## src/rtl/gray_pkg.sv

```systemverilog
// gray_pkg: shared Gray-code constants and conversion helpers
package gray_pkg;
    localparam int WIDTH_DEF = 4;
    localparam int GRAY_MAX_W = 16;

    function automatic logic [GRAY_MAX_W-1:0] bin2gray(input logic [GRAY_MAX_W-1:0] b);
        return b ^ (b >> 1);
    endfunction

    function automatic logic [GRAY_MAX_W-1:0] gray2bin(input logic [GRAY_MAX_W-1:0] g);
        logic [GRAY_MAX_W-1:0] b;
        b[GRAY_MAX_W-1] = g[GRAY_MAX_W-1];
        for (int i = GRAY_MAX_W - 2; i >= 0; i--)
            b[i] = b[i+1] ^ g[i];
        return b;
    endfunction
endpackage

```

## src/rtl/gray_enc.sv

```systemverilog
// gray_enc: combinational binary-to-Gray encoder
module gray_enc #(
    parameter int WIDTH = 4
) (
    input  logic [WIDTH-1:0] bin,
    output logic [WIDTH-1:0] gray
);
    assign gray = bin ^ (bin >> 1);
endmodule

```

## src/rtl/gray_counter.sv

```systemverilog
// gray_counter: up/down binary counter with registered Gray output, load and saturate/wrap modes
module gray_counter
    import gray_pkg::*;
#(
    parameter int WIDTH = WIDTH_DEF
) (
    input  logic             clk,
    input  logic             rst,
    input  logic             en,
    input  logic             up_dn,
    input  logic             sat,
    input  logic             load,
    input  logic [WIDTH-1:0] load_val,
    output logic [WIDTH-1:0] bin_out,
    output logic [WIDTH-1:0] gray_out,
    output logic             wrap
);
    logic [WIDTH-1:0] next_bin;
    logic [WIDTH-1:0] next_gray;
    logic             boundary;
    logic             step;
    logic             next_wrap;

    always_comb begin
        boundary  = up_dn ? (bin_out == '1) : (bin_out == '0);
        step      = en && !(sat && boundary);
        next_bin  = load ? load_val :
                    step ? (up_dn ? bin_out + WIDTH'(1) : bin_out - WIDTH'(1)) : bin_out;
        next_wrap = !load && en && !sat && boundary;
    end

    // Gray is encoded from the next binary value so both outputs register together
    gray_enc #(.WIDTH(WIDTH)) u_enc (
        .bin  (next_bin),
        .gray (next_gray)
    );

    always_ff @(posedge clk or posedge rst) begin
        if (rst) begin
            bin_out  <= '0;
            gray_out <= '0;
            wrap     <= 1'b0;
        end else begin
            bin_out  <= next_bin;
            gray_out <= next_gray;
            wrap     <= next_wrap;
        end
    end
endmodule

```

## config.mk

```make
export PLATFORM = sky130hd
export DESIGN_NAME = gray_counter
export DESIGN_NICKNAME = d
export VERILOG_FILES = /design/src/rtl/gray_pkg.sv /design/src/rtl/gray_enc.sv /design/src/rtl/gray_counter.sv
export SDC_FILE = /design/constraint.sdc
export NUM_CORES = 1
export LEC_CHECK = 0
export CORE_AREA = 5 5 42 44
export CTS_BUF_LIST = sky130_fd_sc_hd__clkbuf_4
export DETAILED_ROUTE_END_ITERATION = 10
export DIE_AREA = 0 0 47 49
export PLACE_DENSITY = 0.75
export SETUP_SLACK_MARGIN = 0.15
export SLEW_MARGIN = 0
export SYNTH_ARGS = -nofsm -noshare
export SYNTH_HDL_FRONTEND = slang
export SYNTH_SLANG_ARGS = --single-unit
```

## constraint.sdc

```tcl
create_clock -name clk -period 4.5 [get_ports clk]
set_clock_uncertainty 0.1 [all_clocks]
set_input_delay 0.45 -clock clk [delete_from_list [all_inputs] [get_ports clk]]
set_output_delay 0.45 -clock clk [all_outputs]
set_load 0.05 [all_outputs]
```

# Word-level counts from Yosys, hierarchy flattened
# Index checks and enable logic that the tools add are counted.
word_totals:
  ff_bits: 9
  inputBits: 10
  wordCells: 20
classes:
  addsub: 2
  eq_ne: 1
  n_mux: 4
  n_bitwise: 1
  reduce_logical: 9
op_table:
  columns: ["cell", "n"]
  rows:
  - ["2-to-1 mux 4 bit", 3]
  - ["logical AND 1 bit", 5]
  - ["adder 4 x 1 -> 4 bit, second input constant", 1]
  - ["equality test 4 bit, second input constant", 1]
  - ["logical NOT 4 bit", 1]
  - ["subtractor 4 x 1 -> 4 bit, second input constant", 1]
  - ["XOR 4 x 3 -> 4 bit", 1]
  - ["logical NOT 1 bit", 3]
  - ["2-to-1 mux 1 bit", 1]

# Logic depth before layout (Yosys ltp)
depth:
  ltp_word: 8
  depth_mapped: 8
  depth_no_buf: 8

# Cells and area by module
# A second synthesis with hierarchy kept.
hier_totals:
  cells_unflattened: 49
  area_unflattened_um2: 535.5
modules_own_cells:
  columns: ["mod", "instances", "cells_each", "area_each_um2", "seq_area_each_um2"]
  rows:
  - ["gray_counter", 1, 45, 501.7, 225.2]
  - ["gray_enc", 1, 4, 33.8, 0.0]

# Worst setup path before layout
# OpenSTA, ideal clock, no wires.
synth_timing:
  kind: "reg2reg"
  startpoint: "register bin_out[0]"
  endpoint: "register gray_out[2]"
  setup_time_ps: 125
  t_arrival_ps: 2223
  required_time_ps: 4275
  setup_slack_ps: 2053
  path_stages_with_launch: 7
  cell_sequence: "dfrtp_1 -> inv_1 -> fa_1 -> xnor2_1 -> mux2i_2 -> xnor3_1 -> mux2_2"
synth_between:
  elab_chain_len: 8
  word_cells_on_any_way: 12
  cone_classes: "2 x add/sub; 1 x eq/ne; 4 x mux; 1 x bitwise; 4 x reduce/logical"
synth_lines:
  columns: ["item", "line_no", "rtl"]
  rows:
  - ["start, declared", "gray_counter.sv:14", "output logic [WIDTH-1:0] bin_out,"]
  - ["start signal, assigned", "gray_counter.sv:44", "bin_out <= next_bin;"]
  - ["branches (longest 5 deep; another with subtractor 4 x 1 -> 4 bit)", null, null]
  - ["2-to-1 mux 4 bit (*)", "gray_counter.sv:28", "step ? (up_dn ? bin_out + WIDTH'(1) : bin_out - WIDTH'(1)) : bin_out;"]
  - ["2-to-1 mux 4 bit (*)", "gray_counter.sv:27", "next_bin = load ? load_val :"]
  - ["XOR 4 x 3 -> 4 bit (*)", "gray_enc.sv:8", "assign gray = bin ^ (bin >> 1);"]
  - ["net next_gray[2]", "gray_counter.sv:19", "logic [WIDTH-1:0] next_gray;"]
  - ["end signal, assigned", "gray_counter.sv:45", "gray_out <= next_gray;"]
  - ["end, declared", "gray_counter.sv:15", "output logic [WIDTH-1:0] gray_out,"]
# Mark *: on every way through the listed nets, which the timed path passes.

# Worst setup path after layout
layout_timing:
  startpoint: "input port up_dn"
  endpoint: "register gray_out[2]"
layout_between:
  elab_chain_len: 7
  word_cells_on_any_way: 8
  cone_classes: "4 x mux; 1 x bitwise; 3 x reduce/logical"
layout_lines:
  columns: ["item", "line_no", "rtl"]
  rows:
  - ["start, declared", "gray_counter.sv:10", "input logic up_dn,"]
  - ["2-to-1 mux 1 bit", "gray_counter.sv:25", "boundary = up_dn ? (bin_out == '1) : (bin_out == '0);"]
  - ["logical AND 1 bit", "gray_counter.sv:26", "step = en && !(sat && boundary);"]
  - ["logical NOT 1 bit", "gray_counter.sv:26", null]
  - ["logical AND 1 bit", "gray_counter.sv:26", null]
  - ["2-to-1 mux 4 bit (*)", "gray_counter.sv:28", null]
  - ["2-to-1 mux 4 bit (*)", "gray_counter.sv:27", null]
  - ["XOR 4 x 3 -> 4 bit (*)", "gray_enc.sv:8", null]
  - ["net next_gray[2]", "gray_counter.sv:19", null]
# Mark *: on every way through the listed nets, which the timed path passes. The rest lies on a longest branch.

==> run summary <==
Psw - 0.163 mW
Reg-to-Reg Start - bin_out[3]
Initial core utilization - 0.401
Synth Instances - 55
Critical Path Max Stage Delay - 0.56 ns
R2r worst-path depth - 6
WL per Instance - 13.1 um
Max-slew headroom at the worst pin - 0.661
DR vias - 449
Nets - 89
Die Wd - 47 um
Largest net degree at the start of global routing - 13
Setup Fix Bufs, Post-CTS - 0
Layout cells sized above 1 - 0.135
# IOs - 19
CTS Sinks - 8
Layout Area Growth over Synthesis - 37.6%
Initial antenna violation count - 0
Core area - 0.00140 sq mm
Vias in the first global route - 456
Proportion of power drawn by the clock network - 0.144
Comb power frac - 0.577
Crit path max-delay family - buffers and inverters
Pwr dens - 488 mW/mm^2
Std cell rows - 14
Reg2Reg Capture Point - gray_out[2]
Critical Path Sink - gray_out[2]
Count of input and output buffers - 18
Worst Path Arrival - 2.56 ns
Mean Syn Cell Area - 10.2 sq um
Max Buffers Root-to-Sink - 2
Setup_tns - 0 ns
WP data required - 4.54 ns
Mapped Area - 562 sq um
Worst Setup SP - up_dn
Setup crit end kind - register
Period minus WS final - 2.53 ns
Slowest-stage cell, CP - clkdlybuf4s50_1
Pins Over Slew Limit - 0
Ratio of final minimum period to clock period - 0.562
Die Area - 0.00230 sq mm
Total Routing Usage GR - 0.117
Total power - 0.377 mW
Unrepaired setup endpoints after global routing - false
Iteration-0 DRC Markers - 3
Hold buffer count at cts - 0
Yosys reg bits - 8
Worst IR Drop VDD - 0.348 mV
TritonCTS buffer count - 3
WL final - 1180 um
DP HPWL - 903 um
CTS resizes - 0
Place WS - 1.70 ns
Cell-internal power - 0.214 mW
Clock-pin slew on the worst setup and hold paths - 0.05 ns
Final instance area - 773 sq um
First-pass GRT wire length - 1950 um
Sequential power share - 0.279
Crit Path Class - in -> reg
Synth unique cells - 22
Finish-stage setup viols - 0
Ant. Diodes - 0
Grt ovf - 0
Clock Latency Late Sink - 0.25 ns
DP Area - 751 sq um
DRT Pass-1 Iters - 3
Crit. path cell count - 9
Maxcap violations - 0
Synth warn - 0
Crit-path cells - clkdlybuf4s50_1, inv_1, ha_1, a21o_1, a21oi_1, xnor2_1, and2_2, xnor3_1, mux2_2
Final worst slack - 1.97 ns
Leak pwr - 0.345 nW
Net Sw Frac - 0.433
CP bufs+invs - 2
Remaining antenna violation count - 0
Worst Path Max Fanout - 4
Vias/cell - 4.99
Fraction of the yosys area taken by sequential cells - 0.356
Fmax - 396 MHz
Root buf cell - clkbuf_4
Post-synthesis net count - 68
Fin. Hold Viols - 0
Die Y-Extent - 49 um
CTS tree - built
H-tree depth - 1
CP startpoint kind - input pin
Outcome - completed
Hold WC Path Type - in -> async
Placer congestion estimate - 0.678
R2R Setup Slk - 2.21 ns
Least-Margin Pin Slew - 0.507 ns
DRC - 0
-- metrics by stage --
stage | hold slack, ns | cells | utilization
floorplan | 0.166 | 55 | -
global placement | 0.584 | 87 | 0.536
detailed placement | 0.595 | 87 | 0.536
CTS | 0.354 | 90 | 0.552
global route | 0.360 | 90 | 0.552
finish | 0.344 | 90 | 0.552
-- layout make-up --
class	instances	area [sq um]
Inverter	6	22.5
Clock buffer	3	22.5
Timing Repair Buffer	18	180
Fill cell	143	628
Tap cell	16	20.0
Multi-Input combinational cell	39	328
Sequential cell	8	200
-- cells in the mapped netlist (all sizes together) --
cell type | n | area share
nor2 | 1 | 0.0067
ha | 2 | 0.045
xnor3 | 1 | 0.040
o211a | 1 | 0.031
xnor2 | 5 | 0.078
and2 | 1 | 0.013
clkbuf | 1 | 0.0067
fa | 1 | 0.036
nand2 | 7 | 0.047
o21ai | 4 | 0.036
and4 | 1 | 0.018
a21o | 1 | 0.013
dfrtp | 8 | 0.36
nand3 | 1 | 0.0089
mux2 | 3 | 0.060
xor2 | 4 | 0.062
inv | 6 | 0.040
nor4 | 1 | 0.011
a21oi | 2 | 0.018
buf | 1 | 0.013
mux2i | 3 | 0.060
-- per-layer routing --
metal  share of wire  vias to the layer above  global-route usage
met3           0.092                        0              0.0627
li1                -                      219                   -
met1            0.43                      213               0.142
met5               0                        -                   0
met2            0.48                       17               0.179
met4               0                        0              0.0276
-- kinds of logic (layout without fill, tap and decap cells) --
family / count (synthesis) / count (layout) / share of synthesized area
buffers and inverters: 8 / 27 / 0.0601
xor gates and xnor gates: 10 / 10 / 0.180
adders and majority gates: 3 / 3 / 0.0802
DFF: 8 / 8 / 0.356
muxes: 6 / 6 / 0.120
AOI/OAI and AO/OA: 8 / 8 / 0.0980
and+or+nand+nor: 12 / 12 / 0.105
-- how the worst min path moves through the flow --
stage                          start     endpoint
after floorplan                  rst   bin_out[0]
final                            rst         wrap
after global routing             rst  gray_out[2]
after CTS                        rst   bin_out[0]
after detailed placement  bin_out[1]         wrap
after global placement    bin_out[0]   bin_out[0]
-- flip-flops by register name, summed over array words and instances (netlist names) --
| signal | cells |
|---|---|
| bin_out | 4 |
| wrap | 1 |
| gray_out | 3 |
-- cell usage in the layout (no fill, tap or decap), types with 3 or more instances in the layout --
| cell | Yosys | layout |
|---|---|---|
| clkbuf_4 | 0 | 3 |
| clkdlybuf4s50_1 | 0 | 18 |
| dfrtp_1 | 8 | 8 |
| inv_1 | 6 | 6 |
| mux2_2 | 3 | 3 |
| nand2_1 | 7 | 7 |
| o21ai_0 | 4 | 4 |
| xnor2_1 | 5 | 5 |
| xor2_1 | 4 | 4 |
-- power by group through the flow --
stage | Combinational (mW) | Sequential [mW] | Clock, mW
after floorplan | 0.0949 | 0.166 | 0
after global placement | 0.215 | 0.106 | 0
after detailed placement | 0.219 | 0.106 | 0
after CTS | 0.220 | 0.106 | 0.0571
after global routing | 0.230 | 0.108 | 0.0623
final | 0.218 | 0.105 | 0.0543
Note: power is estimated with default switching activity, not from simulation.
